===== src/rtl/screen_pkg.sv =====
// Framebuffer and tile geometry shared by render_background and drawScreen.
package screen_pkg;
    localparam int SCREEN_W   = 160;
    localparam int SCREEN_H   = 120;
    localparam int FB_PIXELS  = 19200;
    localparam int TILE_SHIFT = 3;
    localparam int MAP_COLS   = 64;
    localparam int MAP_ROWS   = 15;

    typedef logic [8:0] rgb333_t;

    typedef enum logic [1:0] {
        RS_IDLE       = 2'd0,
        RS_FETCH_MAP  = 2'd1,
        RS_FETCH_TILE = 2'd2,
        RS_WRITE      = 2'd3
    } render_state_t;
endpackage


===== src/rtl/fb_scan_counter.sv =====
// Raster scan position over the framebuffer: x/y plus the linear write address.
module fb_scan_counter
    import screen_pkg::*;
(
    input  logic        Clock,
    input  logic        Resetn,
    input  logic        clear,
    input  logic        advance,
    output logic [7:0]  x,
    output logic [6:0]  y,
    output logic [14:0] lin,
    output logic        last
);
    assign last = (x == 8'(SCREEN_W - 1)) && (y == 7'(SCREEN_H - 1));

    always_ff @(posedge Clock) begin
        if (!Resetn || clear) begin
            x   <= '0;
            y   <= '0;
            lin <= '0;
        end else if (advance) begin
            lin <= lin + 15'd1;
            if (x == 8'(SCREEN_W - 1)) begin
                x <= '0;
                y <= y + 7'd1;
            end else begin
                x <= x + 8'd1;
            end
        end
    end
endmodule


===== src/rtl/render_background.sv =====
// Renders the horizontally scrolled tile layer into the framebuffer, one pixel
// every three cycles (map fetch, tile fetch, write).
module render_background
    import screen_pkg::*;
(
    input  logic          Clock,
    input  logic          Resetn,
    input  logic          Start,
    input  logic [8:0]    ScrollX,
    output logic [9:0]    MapAddress,
    input  logic [5:0]    MapData,
    output logic [11:0]   TileAddress,
    input  rgb333_t       TileData,
    output logic [14:0]   FB_Address,
    output rgb333_t       FB_Data,
    output logic          FB_We,
    output logic          Done
);
    render_state_t state, state_nxt;
    logic [8:0]  scroll_q;
    logic [8:0]  wx;
    logic [7:0]  x;
    logic [6:0]  y;
    logic [14:0] lin;
    logic        last;
    logic        accept;

    assign accept = (state == RS_IDLE) && Start;

    fb_scan_counter u_scan (
        .Clock   (Clock),
        .Resetn  (Resetn),
        .clear   (accept),
        .advance (state == RS_WRITE),
        .x       (x),
        .y       (y),
        .lin     (lin),
        .last    (last)
    );

    always_ff @(posedge Clock) begin
        if (!Resetn) begin
            state    <= RS_IDLE;
            scroll_q <= '0;
        end else begin
            state <= state_nxt;
            if (accept) scroll_q <= ScrollX;
        end
    end

    always_comb begin
        state_nxt = state;
        case (state)
            RS_IDLE:       if (Start) state_nxt = RS_FETCH_MAP;
            RS_FETCH_MAP:  state_nxt = RS_FETCH_TILE;
            RS_FETCH_TILE: state_nxt = RS_WRITE;
            RS_WRITE:      state_nxt = last ? RS_IDLE : RS_FETCH_MAP;
            default:       state_nxt = RS_IDLE;
        endcase
    end

    // 9-bit add wraps the 512-px world horizontally.
    assign wx = {1'b0, x} + scroll_q;

    // Tile field is masked outside FETCH_TILE so the address is quiet at reset.
    assign MapAddress  = {y[6:TILE_SHIFT], wx[8:TILE_SHIFT]};
    assign TileAddress = {(state == RS_FETCH_TILE) ? MapData : 6'd0,
                          y[TILE_SHIFT-1:0], wx[TILE_SHIFT-1:0]};
    assign FB_Address  = lin;
    assign FB_Data     = TileData;
    assign FB_We       = (state == RS_WRITE);
    assign Done        = (state == RS_IDLE);
endmodule


===== config.mk =====
export PLATFORM = sky130hd
export DESIGN_NAME = render_background
export DESIGN_NICKNAME = d
export VERILOG_FILES = /design/src/rtl/screen_pkg.sv /design/src/rtl/fb_scan_counter.sv /design/src/rtl/render_background.sv
export SDC_FILE = /design/constraint.sdc
export NUM_CORES = 1
export LEC_CHECK = 0
export CAP_MARGIN = 20
export CORE_ASPECT_RATIO = 1.25
export CORE_UTILIZATION = 40
export DETAILED_ROUTE_END_ITERATION = 6
export PLACE_DENSITY = 0.79
export SYNTH_ARGS = -nofsm -noshare
export SYNTH_HDL_FRONTEND = slang
export SYNTH_SLANG_ARGS = --single-unit

===== constraint.sdc =====
create_clock -name Clock -period 2.6 [get_ports Clock]
set_input_delay 0.52 -clock Clock [delete_from_list [all_inputs] [get_ports Clock]]
set_output_delay 0.52 -clock Clock [all_outputs]
set_load 0.005 [all_outputs]

==> summary by stage <==
STA
After layout, the worst path uses 96.9% of the clock period. The highest clock rate is 397 MHz. The count of final setup violators is 0. The minimum clock period is 2520 ps. The transition at the pin with the smallest max-transition slack is 398 ps.

The clock skew is 3.72 ps. The count of endpoints failing hold in the final timing report is 0. Setup repair after global routing could not meet its margin everywhere. In this run the tightest slew margin relative to its limit is 73.4%. The post-route worst hold slack is 499 ps.

The final count of pins violating max slew is 0.

Route
The routed layout has 1974 vias. Using the TritonRoute via totals, the vias-per-cell ratio works out to 5.25. The sum of routed wire length over all layers is 5090 um. Dividing the detail-routed wire length by the instance count gives 13.5 um. The detailed-routing iteration count for the pre-antenna-repair pass is 4.

In this run, the number of DRC markers left after iteration 0 of detailed routing was 60. The residual DRC count is 0. The count of nets left with antenna violations once routing finished came out at 0.

Die
Once the floorplan was initialized, standard cells occupied 41.8% of the core. Row generation in the floorplan step produced 30 rows. The region available for standard cell placement spans 5440 um2. The die is 86.3 um tall. In this run the horizontal extent of the chip is 69.4 um. In this run the count of I/O pins placed on the die edge is 75. The area of the die is 5990 um2.

Synth
The synthesized netlist occupies a cell area of 2270 um2. The number of warnings issued by yosys is 0. Of the post-synthesis cell area, the dominant cell type holds 36.1%. After synthesis, the netlist uses 45 different library cells. The count of flip-flops with a built-in enable after synthesis is 0.

In the post-synthesis netlist, the cell with the most instances is sky130_fd_sc_hd__dfxtp_1. The fraction of the yosys area taken by sequential cells is 36.1%. The total of flip-flops plus latches after synthesis is 41. Synthesis produced 263 cells. The primary flip-flop cell chosen by synthesis mapping is sky130_fd_sc_hd__dfxtp_1. Sorting the synthesized cells by area gives the leading types as sky130_fd_sc_hd__dfxtp_1, sky130_fd_sc_hd__ha_1, sky130_fd_sc_hd__xnor2_1. The post-synth net total is 305. Of all flip-flops after synthesis, the portion carrying an async set or reset was 0%. Each instance of the synthesized netlist takes up on average 8.64 um2. Of all cell types, the one taking the most synthesized area is sky130_fd_sc_hd__dfxtp_1. In the synthesized netlist, the cells that appear most often are sky130_fd_sc_hd__dfxtp_1, sky130_fd_sc_hd__nand2_1, sky130_fd_sc_hd__nor2_1.

Critical path
Walking the worst path, the cells encountered are ha_4 -> fa_2 -> a21oi_4 -> o22ai_2 -> nor4_2 -> a311o_1 -> clkbuf_2. The critical path buffer and inverter count is 1. Along the worst path, the maximum fanout reaches 3. Following the worst setup path forward leads to its endpoint at MapAddress[5]. The capturing point of the worst reg2reg path is u_scan.lin[14]. The slowest stage of the critical path belongs to the cell sky130_fd_sc_hd__fa_2. STA classifies the critical path startpoint as a flop. The critical path required time is 2080 ps. On the worst path, the slowest cell contributes a delay of 390 ps. The worst setup path is captured at an output pin.

The worst register-to-register path begins at state[0]. The type of the worst setup path is flop to output pin. Measured in cells, the most critical reg-to-reg path has a length of 6. The family with the most delay on the worst path is adder cells.

For flop-to-flop paths, the worst setup slack is 650 ps. Counting buffers and inverters, the worst setup path is 7 cells deep. Data arrives at the worst endpoint at 2000 ps. In this run the worst setup path begins at scroll_q[0].

Final layout
Summing all non-filler instances in the final layout gives an area of 3020 um2. Cells fill 55.5% of the core in the end. In the final layout, the share of cells above drive strength 1 is 12.2%.

The repair_antennas step left the layout with diodes totalling 0. Compared with the post-synthesis result, the final layout area differs by 32.8%. The number of nets in the finished design is 354. The count of cells in the finished layout, fillers not included, comes to 376.

Worst hold path
The type of the worst min-delay path is flop to flop.

Clock tree
Hold repair after CTS inserted 0 buffers. The clock root buffer is sky130_fd_sc_hd__clkbuf_8. CTS built an H-tree with a depth of 2. The clock tree from TritonCTS is done. The clock-pin slew on the worst setup and hold paths is 70 ps.

The clock latency on the worst-skew pair is 290 ps. The maximum count of clock buffers along a single path is 2. Buffers inserted during clock tree synthesis total 5.

CTS saw 41 sinks.

Place
The placed instances occupy a cell area of 2840 um2. The quantity of I/O buffers inserted on ports is 56. Detailed placement finished with a half-perimeter wire length of 3730 um. Routability-driven placement finished with a final weighted congestion of 0.883. In this run, placement finished with an instance count of 369.

Pwr
IR analysis of the VDD net gives a maximum drop of 0.260 mV. For this design the static power due to leakage is 1.14 nW. Power spread over the standard cell area amounts to 453 nW/um2.

Job
The tool flagged a number of max-cap violations equal to 0.

GRT
Summed over all layers, the global routing overflow is 0. The pin count of the biggest net entering global routing is 30. The initial antenna violation count is 0. The total global routing track utilization is 17.2%.

The wire length of the first global-routing pass is 8340 um. The number of global-route vias before repair was 1865.

Run status
The run finished with clean final reports.
==> power by group <==
| group | switching, mW | total, mW | internal (mW) |
|---|---|---|---|
| sequential | 0.0277 | 0.679 | 0.652 |
| combinational | 0.130 | 0.276 | 0.145 |
| clock | 0.203 | 0.414 | 0.211 |
==> logic make-up after synthesis <==
family | count (synthesis) | synth area share [%]
adders and majority gates | 15 | 8.59
AOI/OAI and AO/OA | 39 | 11.5
and+or+nand+nor | 114 | 26.5
DFF | 41 | 36.1
buffers and inverters | 26 | 6.38
xor gates and xnor gates | 25 | 9.63
muxes | 3 | 1.32
==> registers in the layout, summed over array words and instances, names as in the netlist <==
name / count
u_scan.x: 8
scroll_q: 9
u_scan.y: 7
state: 2
u_scan.lin: 15
==> placed cells by master (no fill, tap or decap), drive strengths merged, types with 3 or more instances in the layout <==
master / synthesis / routed
a21boi: 9 / 9
nand2: 29 / 29
and2: 8 / 8
xnor2: 13 / 13
xor2: 12 / 12
nand3: 13 / 13
buf: 15 / 6
nor2b: 3 / 3
nand2b: 4 / 4
o21ai: 5 / 5
clkdlybuf4s50: 0 / 50
nor2: 26 / 26
clkbuf: 5 / 8
ha: 14 / 14
o21a: 3 / 3
or3: 4 / 4
mux2i: 3 / 3
and4: 3 / 3
dfxtp: 41 / 41
dlygate4sd2: 0 / 3
and3: 3 / 3
nor3: 7 / 7
a21oi: 11 / 11
nand4: 8 / 8
inv: 6 / 6
==> how the worst min path moves through the flow <==
stage | startpoint | to | slack (ps) | depth (start not counted)
after global placement | scroll_q[0] | scroll_q[0] | 470 | 2
after global routing | u_scan.lin[14] | u_scan.lin[14] | 520 | 2
final | u_scan.lin[14] | u_scan.lin[14] | 500 | 2
after detailed placement | u_scan.lin[14] | u_scan.lin[14] | 480 | 2
after floorplan | scroll_q[2] | scroll_q[2] | 450 | 2
after CTS | u_scan.lin[14] | u_scan.lin[14] | 500 | 2
==> repair_timing <==
action                     4_1_cts  5_1_grt
pin swaps                        6        5
setup endpoints to repair        5        5
gates resized for setup         20        9
buffers inserted                 1        0
==> worst reg2reg max path, stage by stage (launching register included) <==
cell	delay, ps
sky130_fd_sc_hd__dfxtp_1	400
sky130_fd_sc_hd__ha_1	330
sky130_fd_sc_hd__buf_4	210
sky130_fd_sc_hd__nand4_2	190
sky130_fd_sc_hd__nor2_2	180
sky130_fd_sc_hd__or4b_1	440
sky130_fd_sc_hd__a21oi_1	150
==> per-stage QoR <==
stage	total power [mW]	TNS [ps]	setup slack [ps]
final	1.37	0	81.1
after global placement	0.954	0	0.934
after floorplan	0.844	0	500
after CTS	1.38	-1.81	-1.81
after global routing	1.44	-35.9	-33.3
after detailed placement	0.963	-114	-114
==> area by class of cell <==
class / instances / area [um2]
multi-input combinational: 196 / 1400
tap: 64 / 80.1
timing repair buffer: 62 / 602
fill: 494 / 2420
clock buffer: 7 / 86.3
sequential: 41 / 830
inverter: 6 / 22.5
==> per-layer routing <==
metal | share of wire [%] | track usage [%] | vias up
met3 | 3.9 | 2.91 | 18
met5 | 0 | 0 | -
li1 | - | - | 999
met4 | 4.7 | 10.2 | 0
met1 | 41 | 18.6 | 905
met2 | 51 | 31.3 | 52
Note: power is estimated with default switching activity, not from simulation.
